===== src/rtl/traffic_pkg.sv =====
// Shared types for the intersection controller: phase codes,
// direction constants and the per-head lamp bundle.
package traffic_pkg;

  typedef enum logic [2:0] {
    ST_RED   = 3'd0,
    ST_NS_G  = 3'd1,
    ST_NS_Y  = 3'd2,
    ST_EW_G  = 3'd3,
    ST_EW_Y  = 3'd4,
    ST_WALK  = 3'd5,
    ST_FLASH = 3'd6
  } state_e;

  localparam logic DIR_NS = 1'b0;
  localparam logic DIR_EW = 1'b1;

  typedef struct packed {
    logic r;
    logic y;
    logic g;
  } lamp_t;

  function automatic state_e green_of(input logic dir);
    return (dir == DIR_EW) ? ST_EW_G : ST_NS_G;
  endfunction

endpackage


===== src/rtl/phase_timer.sv =====
// Phase elapsed counter: clears on phase change, saturates,
// and flags when the selected duration has elapsed.
module phase_timer #(
  parameter int CNT_W = 8
) (
  input  logic             clk,
  input  logic             reset,
  input  logic             clr,
  input  logic [CNT_W-1:0] dur,
  output logic [CNT_W-1:0] cnt,
  output logic             done
);

  logic [CNT_W-1:0] cnt_q;
  logic [CNT_W-1:0] cnt_d;
  logic [CNT_W:0]   cnt_inc;

  assign cnt_inc = {1'b0, cnt_q} + 1'b1;

  always_comb begin
    cnt_d = cnt_q;
    if (clr) begin
      cnt_d = '0;
    end else if (cnt_q != '1) begin
      cnt_d = cnt_inc[CNT_W-1:0];
    end
  end

  always_ff @(posedge clk or negedge reset) begin
    if (!reset) begin
      cnt_q <= '0;
    end else begin
      cnt_q <= cnt_d;
    end
  end

  // cnt >= dur-1 without underflow when dur is 0
  assign cnt  = cnt_q;
  assign done = cnt_inc >= {1'b0, dur};

endmodule


===== src/rtl/intersection_controller.sv =====
// Two-head intersection sequencer with a shared pedestrian crossing.
// Optional night flash mode is enabled by defining NIGHT_MODE_EN.
module intersection_controller
  import traffic_pkg::*;
#(
  parameter int CNT_W       = 8,
  parameter int T_GREEN     = 50,
  parameter int T_MIN_GREEN = 10,
  parameter int T_YELLOW    = 5,
  parameter int T_ALLRED    = 2,
  parameter int T_WALK      = 20,
  parameter int T_FLASH     = 4
) (
  input  logic       clk,
  input  logic       reset,
  input  logic       ns_car,
  input  logic       ew_car,
  input  logic       ped_req,
`ifdef NIGHT_MODE_EN
  input  logic       night,
`endif
  output logic       ns_r,
  output logic       ns_y,
  output logic       ns_g,
  output logic       ew_r,
  output logic       ew_y,
  output logic       ew_g,
  output logic       walk,
  output logic       ped_ack,
  output logic [2:0] phase
);

  localparam logic [CNT_W-1:0] MIN_M1 = CNT_W'(T_MIN_GREEN - 1);

  state_e           state_q, state_d;
  logic             dir_q, dir_d;
  logic             ped_pend_q, ped_pend_d;
  logic [CNT_W-1:0] dur;
  logic [CNT_W-1:0] cnt;
  logic             done;
  logic             min_ok;
  logic             night_cut;
  logic             ped_block;
  logic             enter_walk;
  logic             ns_exit, ew_exit;
  lamp_t            ns_l, ew_l;

  phase_timer #(.CNT_W(CNT_W)) u_timer (
    .clk   (clk),
    .reset (reset),
    .clr   (state_d != state_q),
    .dur   (dur),
    .cnt   (cnt),
    .done  (done)
  );

  always_comb begin
    unique case (state_q)
      ST_NS_G, ST_EW_G: dur = CNT_W'(T_GREEN);
      ST_NS_Y, ST_EW_Y: dur = CNT_W'(T_YELLOW);
      ST_RED:           dur = CNT_W'(T_ALLRED);
      ST_WALK:          dur = CNT_W'(T_WALK);
      default:          dur = CNT_W'(T_FLASH);
    endcase
  end

  assign min_ok = cnt >= MIN_M1;

`ifdef NIGHT_MODE_EN
  assign night_cut = night & min_ok;
  assign ped_block = (state_q == ST_FLASH) || (state_d == ST_FLASH);
`else
  assign night_cut = 1'b0;
  assign ped_block = 1'b0;
`endif

  assign ns_exit = (done & (ew_car | ped_pend_q))
                 | (min_ok & ped_pend_q) | night_cut;
  assign ew_exit = (done & (ns_car | ped_pend_q))
                 | (min_ok & ped_pend_q) | night_cut;

  always_comb begin
    state_d = state_q;
    dir_d   = dir_q;
    case (state_q)
      ST_NS_G: if (ns_exit) state_d = ST_NS_Y;
      ST_EW_G: if (ew_exit) state_d = ST_EW_Y;
      ST_NS_Y: begin
        if (done) begin
          state_d = ST_RED;
          dir_d   = DIR_EW;
        end
      end
      ST_EW_Y: begin
        if (done) begin
          state_d = ST_RED;
          dir_d   = DIR_NS;
        end
      end
      ST_RED: begin
        if (done) begin
`ifdef NIGHT_MODE_EN
          if (night)           state_d = ST_FLASH;
          else if (ped_pend_q) state_d = ST_WALK;
          else                 state_d = green_of(dir_q);
`else
          if (ped_pend_q) state_d = ST_WALK;
          else            state_d = green_of(dir_q);
`endif
        end
      end
      ST_WALK: if (done) state_d = green_of(dir_q);
`ifdef NIGHT_MODE_EN
      ST_FLASH: begin
        if (!night) begin
          state_d = ST_RED;
          dir_d   = DIR_NS;
        end
      end
`endif
      default: state_d = ST_RED;
    endcase
  end

  // a request present on the cycle WALK starts is served by that WALK
  assign enter_walk = (state_d == ST_WALK) && (state_q != ST_WALK);
  assign ped_ack    = ped_req & ~ped_pend_q & ~enter_walk & ~ped_block;
  assign ped_pend_d = (enter_walk | ped_block) ? 1'b0
                    : (ped_pend_q | ped_req);

  always_ff @(posedge clk or negedge reset) begin
    if (!reset) begin
      state_q    <= ST_RED;
      dir_q      <= DIR_NS;
      ped_pend_q <= 1'b0;
    end else begin
      state_q    <= state_d;
      dir_q      <= dir_d;
      ped_pend_q <= ped_pend_d;
    end
  end

`ifdef NIGHT_MODE_EN
  logic [CNT_W-1:0] fc_q, fc_d;
  logic             flash_on_q, flash_on_d;

  // own half-period counter: the phase counter saturates in long FLASH
  always_comb begin
    fc_d       = '0;
    flash_on_d = 1'b1;
    if (state_q == ST_FLASH) begin
      if (fc_q == CNT_W'(T_FLASH - 1)) begin
        fc_d       = '0;
        flash_on_d = ~flash_on_q;
      end else begin
        fc_d       = fc_q + 1'b1;
        flash_on_d = flash_on_q;
      end
    end
  end

  always_ff @(posedge clk or negedge reset) begin
    if (!reset) begin
      fc_q       <= '0;
      flash_on_q <= 1'b1;
    end else begin
      fc_q       <= fc_d;
      flash_on_q <= flash_on_d;
    end
  end
`endif

  always_comb begin
    ns_l = '{r: 1'b1, y: 1'b0, g: 1'b0};
    ew_l = '{r: 1'b1, y: 1'b0, g: 1'b0};
    case (state_q)
      ST_NS_G: ns_l = '{r: 1'b0, y: 1'b0, g: 1'b1};
      ST_NS_Y: ns_l = '{r: 1'b0, y: 1'b1, g: 1'b0};
      ST_EW_G: ew_l = '{r: 1'b0, y: 1'b0, g: 1'b1};
      ST_EW_Y: ew_l = '{r: 1'b0, y: 1'b1, g: 1'b0};
`ifdef NIGHT_MODE_EN
      ST_FLASH: begin
        ns_l = '{r: 1'b0, y: flash_on_q, g: 1'b0};
        ew_l = '{r: 1'b0, y: flash_on_q, g: 1'b0};
      end
`endif
      default: ;
    endcase
  end

  assign ns_r  = ns_l.r;
  assign ns_y  = ns_l.y;
  assign ns_g  = ns_l.g;
  assign ew_r  = ew_l.r;
  assign ew_y  = ew_l.y;
  assign ew_g  = ew_l.g;
  assign walk  = (state_q == ST_WALK);
  assign phase = state_q;

endmodule


===== config.mk =====
export PLATFORM = sky130hd
export DESIGN_NAME = intersection_controller
export DESIGN_NICKNAME = d
export VERILOG_FILES = /design/src/rtl/traffic_pkg.sv /design/src/rtl/phase_timer.sv /design/src/rtl/intersection_controller.sv
export SDC_FILE = /design/constraint.sdc
export NUM_CORES = 1
export LEC_CHECK = 0
export CORE_MARGIN = 4
export CORE_UTILIZATION = 45
export CTS_CLUSTER_SIZE = 8
export DETAILED_ROUTE_END_ITERATION = 10
export HOLD_SLACK_MARGIN = 0.15
export PLACE_DENSITY = 0.68
export SLEW_MARGIN = 20
export SYNTH_ARGS = -nofsm -noshare
export SYNTH_HDL_FRONTEND = slang
export SYNTH_SLANG_ARGS = --single-unit

===== constraint.sdc =====
create_clock -name clk -period 4.2 [get_ports clk]
set_input_delay 1.26 -clock clk [delete_from_list [all_inputs] [get_ports clk]]
set_output_delay 1.26 -clock clk [all_outputs]
set_load 0.1 [all_outputs]

==> impl_metrics.env, run 1 <==
export IMPL_outcome="finished clean"
export IMPL_fp_row_count=17
export IMPL_fmax_mhz=289
export IMPL_cts_tree="yes"
export IMPL_cp_start_kind="input port"
export IMPL_io_pins=16
export IMPL_hold_viol_final=0
export IMPL_syn_num_nets=145
export IMPL_gp_congestion=0.919
export IMPL_synth_seq_area_share_pct=30.3
export IMPL_grtUsageTotal_pct=17.0
export IMPL_r2r_slack_ns=1.36
export IMPL_dp_hpwl_um=1960
export IMPL_crit_path_max_fanout=2
export IMPL_cpLargestDelayFamily="buffers and inverters"
export IMPL_portBuffers=15
export IMPL_reg2reg_depth=8
export IMPL_die_h_um=56.9
export IMPL_layout_nets=158
export IMPL_synth_area_leaders="dfrtp_1 (30%), ha_1 (9.3%), nor2_1 (7.0%), o21ai_0 (4.7%), inv_1 (3.5%)"
export IMPL_crit_end="ped_ack"
export IMPL_yosys_area_top_type="dfrtp_1"
export IMPL_clkSinkCount=13
export IMPL_syn_cell_area_sq_mm=0.00107
export IMPL_coreArea_sq_mm=0.00223
export IMPL_synth_cells=132
export IMPL_grt_pass1_vias=890
export IMPL_finalInstanceArea_sq_mm=0.00125
export IMPL_worstMarginPinSlew_ns=0.663
export IMPL_drv_cap=0
export IMPL_relSlewSlack_pct=55.5
export IMPL_grt_max_degree=23
export IMPL_ys_ff_latch=13
export IMPL_antenna_found_initial=0
export IMPL_finalCriticalPeriod_ns=3.45
export IMPL_cts_made_buffers=3
export IMPL_drtPass1Iterations=4
export IMPL_slowest_delay_ns=0.45
export IMPL_cts_hold_buffers=0
export IMPL_hold_path_class="flip-flop to flip-flop"
export IMPL_ys_types=40
export IMPL_cts_repair_resized=0
export IMPL_rsz0062_at_grt="false"
export IMPL_die_area_sq_mm=0.00323
export IMPL_drive_gt1_share_pct=15.3
export IMPL_via_count=973
export IMPL_drt_initial_drc_count=20
export IMPL_netlist_area_leader_share_pct=30.3
export IMPL_multi_input_area_sq_um=694
export IMPL_syn_area_per_cell_sq_um=8.14
export IMPL_fin_crit_sh_pct=82.3
export IMPL_routedWlPerCell_um=15.0
export IMPL_clock_skew_ns=0.00497
export IMPL_start_util_pct=48.1
export IMPL_slowest_stage="clkdlybuf4s50_1"
export IMPL_vias_per_cell=5.66
export IMPL_globalRoute_totalOverflow=0
export IMPL_regArea_sq_um=325
export IMPL_ys_warn_count=0
export IMPL_drt_wl_total_um=2580
export IMPL_postCtsSetupRepairBufs=0
export IMPL_r2r_start="phase[0]"
export IMPL_htreeDepth=1
export IMPL_die_w_um=56.9
export IMPL_drc=0
export IMPL_finalSetupViolations=0
export IMPL_cp_num_cells=3
export IMPL_crit_arrival_ns=2.19
export IMPL_synth_edf_count=0
export IMPL_grt_pass1_wl_um=4280
export IMPL_setup_tns_ns=0
export IMPL_clk_path_buf_depth=2
export IMPL_antennaDiodeCount=0
export IMPL_fillers=213
export IMPL_area_growth_pct=16.6
export IMPL_ys_async_sr_fraction_pct=100
export IMPL_cp_required_ns=2.94
export IMPL_cp_cell_sequence="clkdlybuf4s50_1 > nor2b_1 > buf_12"
export IMPL_maxSlewViolCount=0
export IMPL_dpl_cell_area_sq_mm=0.00123
export IMPL_worstReg2RegEnd="ped_pend_q"
export IMPL_ant_nets=0
export IMPL_crit_buf_inv=2
export IMPL_insertion_delay_ns=0.29
export IMPL_synth_ff_type="dfrtp_1"
export IMPL_crit_path_end_kind="primary output"
export IMPL_cts_reportedPaths_clkPinSlew_ns=0.08
export IMPL_clockRootBuffer="clkbuf_4"
export IMPL_crit_start="ped_req"
export IMPL_path_class="input port to primary output"
==> stage by stage <==
stage	util (%)	worst slack [ns]	hold slack, ns	std cells
2_1_floorplan	-	0.129	0.475	132
3_3_place_gp	55.0	0.773	0.495	168
3_5_place_dp	55.0	0.746	0.523	168
4_1_cts	56.1	0.743	0.542	172
5_1_grt	56.1	0.728	0.590	172
6_report	56.1	0.745	0.542	172
==> Yosys cell counts, types with 3 or more instances <==
cell       n
nor2_1    20
dfrtp_1   13
inv_1     10
nand2_1   10
o21ai_0   10
ha_1       8
clkbuf_1   6
nand3_1    6
a21o_1     4
and3_1     3
nand3b_1   3
nor2b_1    3
nor3_1     3
xor2_1     3
==> worst min-delay path, delay by kind of cell (launching register included) <==
family | cells | cell delay (ns)
flip-flops | 1 | 0.36
AO/OA/AOI/OAI | 2 | 0.15
==> registers in the layout (all words and copies together), names as in the netlist <==
name         count
u_timer.cnt      8
phase            3
dir_q            1
ped_pend_q       1
==> cell usage in the layout, fill, tap and decap left out, drive strengths merged, types with 3 or more instances in the layout <==
cell type	instances
nor2	20
dfrtp	13
buf	11
inv	10
nand2	10
o21ai	10
ha	8
nand3	6
a21o	4
clkdlybuf4s50	4
clkbuf	4
xor2	3
nand3b	3
and3	3
nor2b	3
nor3	3
==> how the worst min path moves through the flow <==
stage	end	cells after the start	start
after detailed placement	dir_q	2	dir_q
after CTS	dir_q	2	dir_q
final	dir_q	2	dir_q
after floorplan	dir_q	2	dir_q
after global placement	dir_q	2	dir_q
after global routing	dir_q	2	dir_q
==> routing by layer <==
layer  up-vias  track usage, %  routed length, um
li1        497               -                  -
met1       451            23.6               1250
met2        18            25.2               1170
met3         7            2.30                 86
met4         0            8.94                 70
met5         -               0                  0
==> cell type report <==
| class | instances | area share, % |
|---|---|---|
| Multi-Input combinational cell | 102 | 55.4 |
| Sequential cell | 13 | 25.9 |
| Timing Repair Buffer | 15 | 10.8 |
| Inverter | 10 | 2.99 |
| Tap cell | 28 | 2.79 |
| Clock buffer | 4 | 2.10 |
==> kinds of logic after synthesis <==
kind of cell / after synthesis / synth area share, %
AOI/OAI and AO/OA: 31 / 22.5
xor gates and xnor gates: 5 / 4.08
adders and majority gates: 8 / 9.31
buffers and inverters: 17 / 6.29
DFF: 13 / 30.3
muxes: 3 / 2.91
and+or+nand+nor: 55 / 24.7
Power of run 1 is left out: the tool's default activity adds up to more than one toggle a clock period on the data nets, which glitch-free logic cannot reach.
==> inputs of run 2 (changes only) <==
--- a/config.mk
+++ b/config.mk
@@ -10,7 +10,7 @@
 export CTS_CLUSTER_SIZE = 8
 export DETAILED_ROUTE_END_ITERATION = 10
 export HOLD_SLACK_MARGIN = 0.15
-export PLACE_DENSITY = 0.68
+export PLACE_DENSITY = 0.71
 export SLEW_MARGIN = 20
 export SYNTH_ARGS = -nofsm -noshare
 export SYNTH_HDL_FRONTEND = slang
==> constraint.sdc (replaced) <==
create_clock -name clk -period 2.9 [get_ports clk]
set_input_delay 0.87 -clock clk [delete_from_list [all_inputs] [get_ports clk]]
set_output_delay 0.87 -clock clk [all_outputs]
set_load 0.1 [all_outputs]
==> run 2 against run 1 <==
Against the previous run:
- sequential cell count unchanged
- via count up 3.9%
- first-iteration DRC count up 20%
- non-clock buffer count up 4
- setup slack worse by 0.58 ns
- hold slack better by 0.023 ns
- clock-buffer cell count unchanged
- die area unchanged
- critical path depth up 6
- final area up 11%
- critical endpoint is now ped_pend_q
- largest cell class unchanged
==> impl_metrics.env, run 2 (synthesis results as in run 1) <==
export IMPL_dp_hpwl_um=2020
export IMPL_grtUsageTotal_pct=15.6
export IMPL_routedWlPerCell_um=14.0
export IMPL_area_growth_pct=29.0
export IMPL_grt_pass1_wl_um=4010
export IMPL_rsz0062_at_grt="false"
export IMPL_antenna_found_initial=0
export IMPL_drive_gt1_share_pct=21.6
export IMPL_fmax_mhz=366
export IMPL_final_common_cell="nor2_1"
export IMPL_globalRoute_totalOverflow=0
export IMPL_drt_wl_total_um=2460
export IMPL_crit_arrival_ns=2.89
export IMPL_drt_initial_drc_count=24
export IMPL_outcome="finished clean"
export IMPL_clockRootBuffer="clkbuf_4"
export IMPL_clock_skew_ns=0.00450
export IMPL_antennaDiodeCount=0
export IMPL_die_h_um=56.9
export IMPL_postCtsSetupRepairBufs=0
export IMPL_coreArea_sq_mm=0.00223
export IMPL_clkSinkCount=13
export IMPL_fp_row_count=17
export IMPL_maxSlewViolCount=0
export IMPL_finalSetupViolations=0
export IMPL_r2r_slack_ns=0.17
export IMPL_cp_start_kind="flip-flop"
export IMPL_crit_path_end_kind="flip-flop"
export IMPL_start_util_pct=48.1
export IMPL_drv_cap=0
export IMPL_gp_congestion=0.925
export IMPL_setup_tns_ns=0
export IMPL_ant_nets=0
export IMPL_hold_viol_final=0
export IMPL_io_pins=16
export IMPL_cts_made_buffers=3
export IMPL_multi_input_area_sq_um=709
export IMPL_htreeDepth=1
export IMPL_via_count=1011
export IMPL_cts_repair_resized=0
export IMPL_cts_tree="yes"
export IMPL_path_class="flip-flop to flip-flop"
export IMPL_cp_required_ns=3.06
export IMPL_grt_max_degree=15
export IMPL_drc=0
export IMPL_layout_nets=162
export IMPL_largest_register_ffs=8
export IMPL_vias_per_cell=5.74
export IMPL_grt_pass1_vias=886
export IMPL_crit_path_max_fanout=7
export IMPL_fillers=198
export IMPL_die_w_um=56.9
export IMPL_finalCriticalPeriod_ns=2.73
export IMPL_portBuffers=15
export IMPL_most_common_layout_cells="nor2_1 (16), nand2_1 (10), o21ai_0 (10), dfrtp_1 (10), inv_1 (9)"
export IMPL_insertion_delay_ns=0.27
export IMPL_die_area_sq_mm=0.00323
export IMPL_cts_reportedPaths_clkPinSlew_ns=0.07
export IMPL_relSlewSlack_pct=64.4
export IMPL_hold_path_class="flip-flop to flip-flop"
export IMPL_drtPass1Iterations=4
export IMPL_worstMarginPinSlew_ns=0.533
export IMPL_cts_hold_buffers=0
export IMPL_regArea_sq_um=334
export IMPL_fin_crit_sh_pct=94.2
export IMPL_clk_path_buf_depth=2
[run 2: cell count changes in the layout (fill, tap and decap cells not counted), sizes merged]
cell	previous run	this run
clkinvlp	0	1
inv	10	9
buf	11	15
[run 2: area by class of cell]
cell class | count | share of cell area (%)
clock buffer | 4 | 1.90
inverter | 10 | 2.98
multi-input combinational | 102 | 51.2
sequential | 13 | 24.1
tap | 28 | 2.53
timing repair buffer | 19 | 17.3
[run 2: metrics by stage]
stage | area (sq um) | setup WS (ns) | hold WS, ns | std cells | util (%)
5_1_grt | 1390 | 0.0492 | 0.651 | 176 | 62.1
3_5_place_dp | 1360 | 0.218 | 0.550 | 172 | 60.9
2_1_floorplan | 1130 | -0.261 | 0.475 | 132 | -
6_report | 1390 | 0.167 | 0.565 | 176 | 62.1
3_3_place_gp | 1360 | 0.308 | 0.529 | 172 | 60.9
4_1_cts | 1390 | 0.200 | 0.568 | 176 | 62.1
[run 2: final timing paths]
| kind | startpoint | end | cells after the start |
|---|---|---|---|
| hold / removal | dir_q | dir_q | 2 |
| hold reg to reg | dir_q | dir_q | 2 |
| max in group asynchronous | reset | phase[1] | 1 |
| min in group asynchronous | reset | u_timer.cnt[5] | 1 |
| setup reg to reg | u_timer.cnt[0] | ped_pend_q | 9 |
| setup / recovery | u_timer.cnt[0] | ped_pend_q | 9 |
[run 2: critical path, cell delays in order (launching register included)]
cell     delay [ns]
dfrtp_1        0.45
ha_1           0.28
and3_1         0.26
xor2_1         0.17
ha_1           0.28
o21ai_0        0.11
a31oi_2        0.27
nor2_1         0.16
or4_1          0.46
a21o_1         0.20
[run 2: per-layer routing]
layer	global-route usage (%)	vias to the layer above	wire length, um
li1	-	509	-
met1	21.2	463	1120
met2	25.1	33	1130
met3	1.61	6	152
met4	6.29	0	53
met5	0	-	0
Power of run 2 is left out for the same reason.
==> inputs of run 3 (changes only) <==
--- a/config.mk
+++ b/config.mk
@@ -10,8 +10,10 @@
 export CTS_CLUSTER_SIZE = 8
 export DETAILED_ROUTE_END_ITERATION = 10
 export HOLD_SLACK_MARGIN = 0.15
-export PLACE_DENSITY = 0.71
+export PLACE_DENSITY = 0.7
 export SLEW_MARGIN = 20
 export SYNTH_ARGS = -nofsm -noshare
 export SYNTH_HDL_FRONTEND = slang
+export SYNTH_HIERARCHICAL = 1
 export SYNTH_SLANG_ARGS = --single-unit
+export TNS_END_PERCENT = 20
==> run 3 against run 2 <==
Against the previous run:
- the run now ends with setup timing left
- sequential cell count is the same
- first-iteration DRC count is 110% higher
- routed wire length rose by 31%
- cell count is 20% higher
- die area rose by 6.9%
- register-to-register slack worse by 0.27 ns
- clock skew rose by 0.00051 ns
- highest routed layer unchanged
- core utilization increased by 9.3 points
- hold slack improved by 0.029 ns
- largest cell class unchanged
- via count is 17% higher
- final area is 28% higher
==> impl_metrics.env, run 3 <==
export IMPL_outcome="finished, violations left"
export IMPL_violations="setup timing"
export IMPL_clk_path_buf_depth=2
export IMPL_rsz0062_at_grt="true"
export IMPL_cp_required_ns=3.05
export IMPL_path_class="flip-flop to flip-flop"
export IMPL_slowest_delay_ns=0.42
export IMPL_fillers=176
export IMPL_dp_hpwl_um=2370
export IMPL_drive_gt1_share_pct=41.4
export IMPL_yosys_area_share_simple_pct=23.1
export IMPL_grt_max_degree=14
export IMPL_routedWlPerCell_um=15.3
export IMPL_ir_drop_uv=702
export IMPL_synth_ff_type="dfrtp_1"
export IMPL_ys_async_sr_fraction_pct=100
export IMPL_finalSetupViolations=8
export IMPL_synth_top_cells_by_count="inv_1 (18), nor2_1 (16), dfrtp_1 (13)"
export IMPL_syn_cell_area_sq_mm=0.00116
export IMPL_multi_input_area_sq_um=895
export IMPL_synth_compound_area_share_pct=22.6
export IMPL_fin_ws_ns=-0.101
export IMPL_largest_register_ffs=8
export IMPL_hold_viol_final=0
export IMPL_drc=0
export IMPL_die_w_um=58.8
export IMPL_min_path_cells=1
export IMPL_r2r_start="u_timer/cnt[0]"
export IMPL_clockRootBuffer="clkbuf_4"
export IMPL_drtPass1Iterations=4
export IMPL_drv_cap=0
export IMPL_via_count=1179
export IMPL_ys_ff_latch=13
export IMPL_synth_edf_count=0
export IMPL_htreeDepth=1
export IMPL_fin_crit_sh_pct=103
export IMPL_fp_row_count=18
export IMPL_fin_util_pct=71.4
export IMPL_synth_area_leaders="dfrtp_1 (28%), ha_1 (9.7%), inv_1 (5.8%), nor2_1 (5.2%), a21oi_1 (4.7%)"
export IMPL_ant_nets=0
export IMPL_grt_pass1_vias=1131
export IMPL_crit_start="u_timer/cnt[0]"
export IMPL_min_to="dir_q"
export IMPL_synth_xor_area_share_pct=5.28
export IMPL_slowest_stage="dfrtp_1"
export IMPL_crit_path_max_fanout=8
export IMPL_synth_seq_area_share_pct=28.0
export IMPL_ys_warn_count=6
export IMPL_hp_start="dir_q"
export IMPL_cp_cell_sequence="nand3_2 > or3_4 > xor2_2 > inv_2 > ha_4 > and4_1 > o21ai_2 > o21ai_4 > nand4bb_1 > a211oi_4 > a2111oi_4 > o21ai_1 > buf_4 > a21oi_1"
export IMPL_cts_reportedPaths_clkPinSlew_ns=0.08
export IMPL_clkSinkCount=13
export IMPL_leakagePower_nw=0.772
export IMPL_cts_tree="yes"
export IMPL_grt_pass1_wl_um=5240
export IMPL_syn_area_per_cell_sq_um=8.35
export IMPL_synth_area_mux_share_pct=1.72
export IMPL_crit_path_end_kind="flip-flop"
export IMPL_vias_per_cell=5.59
export IMPL_drt_initial_drc_count=50
export IMPL_antennaDiodeCount=0
export IMPL_yosys_area_top_type="dfrtp_1"
export IMPL_area_growth_pct=52.3
export IMPL_yosysMostFrequentCell="inv_1"
export IMPL_drt_wl_total_um=3230
export IMPL_die_h_um=58.8
export IMPL_relSlewSlack_pct=57.6
export IMPL_regArea_sq_um=334
export IMPL_die_area_sq_mm=0.00346
export IMPL_final_common_cell="buf_4"
export IMPL_globalRoute_totalOverflow=0
export IMPL_cp_start_kind="flip-flop"
export IMPL_layout_nets=196
export IMPL_reg2reg_depth=14
export IMPL_gp_congestion=0.869
export IMPL_antenna_found_initial=0
export IMPL_synth_adder_area_share_pct=9.70
export IMPL_synth_cells=139
export IMPL_r2r_slack_ns=-0.10
export IMPL_power_w=0.00194
export IMPL_ys_types=40
export IMPL_start_util_pct=46.9
export IMPL_worstReg2RegEnd="u_timer/cnt[3]"
export IMPL_coreArea_sq_mm=0.00248
export IMPL_crit_arrival_ns=3.15
export IMPL_worstMarginPinSlew_ns=0.634
export IMPL_hold_path_class="flip-flop to flip-flop"
export IMPL_most_common_layout_cells="buf_4 (33), inv_1 (17), nor2_1 (12), a21oi_1 (11), dfrtp_1 (10)"
export IMPL_p_per_area_mw_per_mm2=1100
export IMPL_io_pins=16
export IMPL_clock_skew_ns=0.00501
export IMPL_fmax_mhz=333
export IMPL_synth_top_family_by_area="simple AND/OR/NAND/NOR gates"
export IMPL_grtUsageTotal_pct=20.0
export IMPL_maxSlewViolCount=0
export IMPL_insertion_delay_ns=0.28
export IMPL_portBuffers=15
export IMPL_finalCriticalPeriod_ns=3.00
export IMPL_netlist_area_leader_share_pct=28.0
export IMPL_cts_made_buffers=3
-- run 3: where the power goes --
group / leakage (nW) / internal, W / switching [W]
clock network: 0.0150 / 0.0000533 / 0.0000606
registers: 0.160 / 0.000243 / 0.0000664
logic: 0.597 / 0.000638 / 0.000883
total: 0.772 / 0.000934 / 0.00101
-- run 3: worst max-delay path: cells and delay by family (launching register included) --
family,cells,cell delay (ns)
AOI/OAI and AO/OA,6,0.90
buffers and inverters,2,0.25
and+or+nand+nor,4,0.88
adders and majority gates,1,0.27
xor gates and xnor gates,1,0.16
DFF,1,0.42
-- run 3: worst max-delay path by stage --
stage	slack (ns)	depth (start not counted)	end
2_1_floorplan	-0.75	3	ns_r
3_3_place_gp	-0.05	15	u_timer/cnt[6]
3_5_place_dp	-0.24	15	u_timer/cnt[6]
4_1_cts	-0.05	15	u_timer/cnt[6]
5_1_grt	-0.28	15	u_timer/cnt[5]
6_report	-0.10	14	u_timer/cnt[3]
-- run 3: repair_timing --
action / in CTS / in global routing
resized for setup: 8 / 13
hold buffers: 0 / 0
pin swaps: 11 / 8
endpoints found under the setup margin: 8 / 10
buffers inserted: 4 / 1
-- run 3: cell families (layout without fill, tap and decap cells) --
kind of cell / Yosys count / in the layout
AO/OA/AOI/OAI: 35 / 35
AND/OR/NAND/NOR: 47 / 47
multiplexers: 2 / 2
other: 1 / 3
adder cells (fa/ha/maj): 9 / 9
flip-flops: 13 / 13
XOR/XNOR: 7 / 7
buffers and inverters: 25 / 65
-- run 3: layout make-up --
class | count | area share, %
clock buffers | 4 | 1.49
inverters | 18 | 3.82
multi-input cells | 103 | 50.6
well taps | 30 | 2.12
repair buffers | 43 | 23.1
flip-flops and latches | 13 | 18.9
-- run 3: stage by stage --
stage / hold WS, ns / std cells / setup TNS (ns) / area (sq um) / setup slack, ns
after floorplan: 0.488 / 141 / -8.19 / 1230 / -0.750
after global placement: 0.547 / 202 / -0.0959 / 1590 / -0.0527
after detailed placement: 0.585 / 202 / -1.21 / 1590 / -0.240
after CTS: 0.602 / 210 / -0.308 / 1690 / -0.0487
after global routing: 0.621 / 211 / -2.15 / 1770 / -0.282
final: 0.594 / 211 / -0.727 / 1770 / -0.101
-- run 3: metal layers --
layer	vias to the layer above	routed length (um)	track usage (%)
li1	559	-	-
met1	576	1250	22.4
met2	40	1770	37.4
met3	4	172	4.82
met4	0	35	4.85
met5	-	0	0
Note: power is estimated with default switching activity, not from simulation.
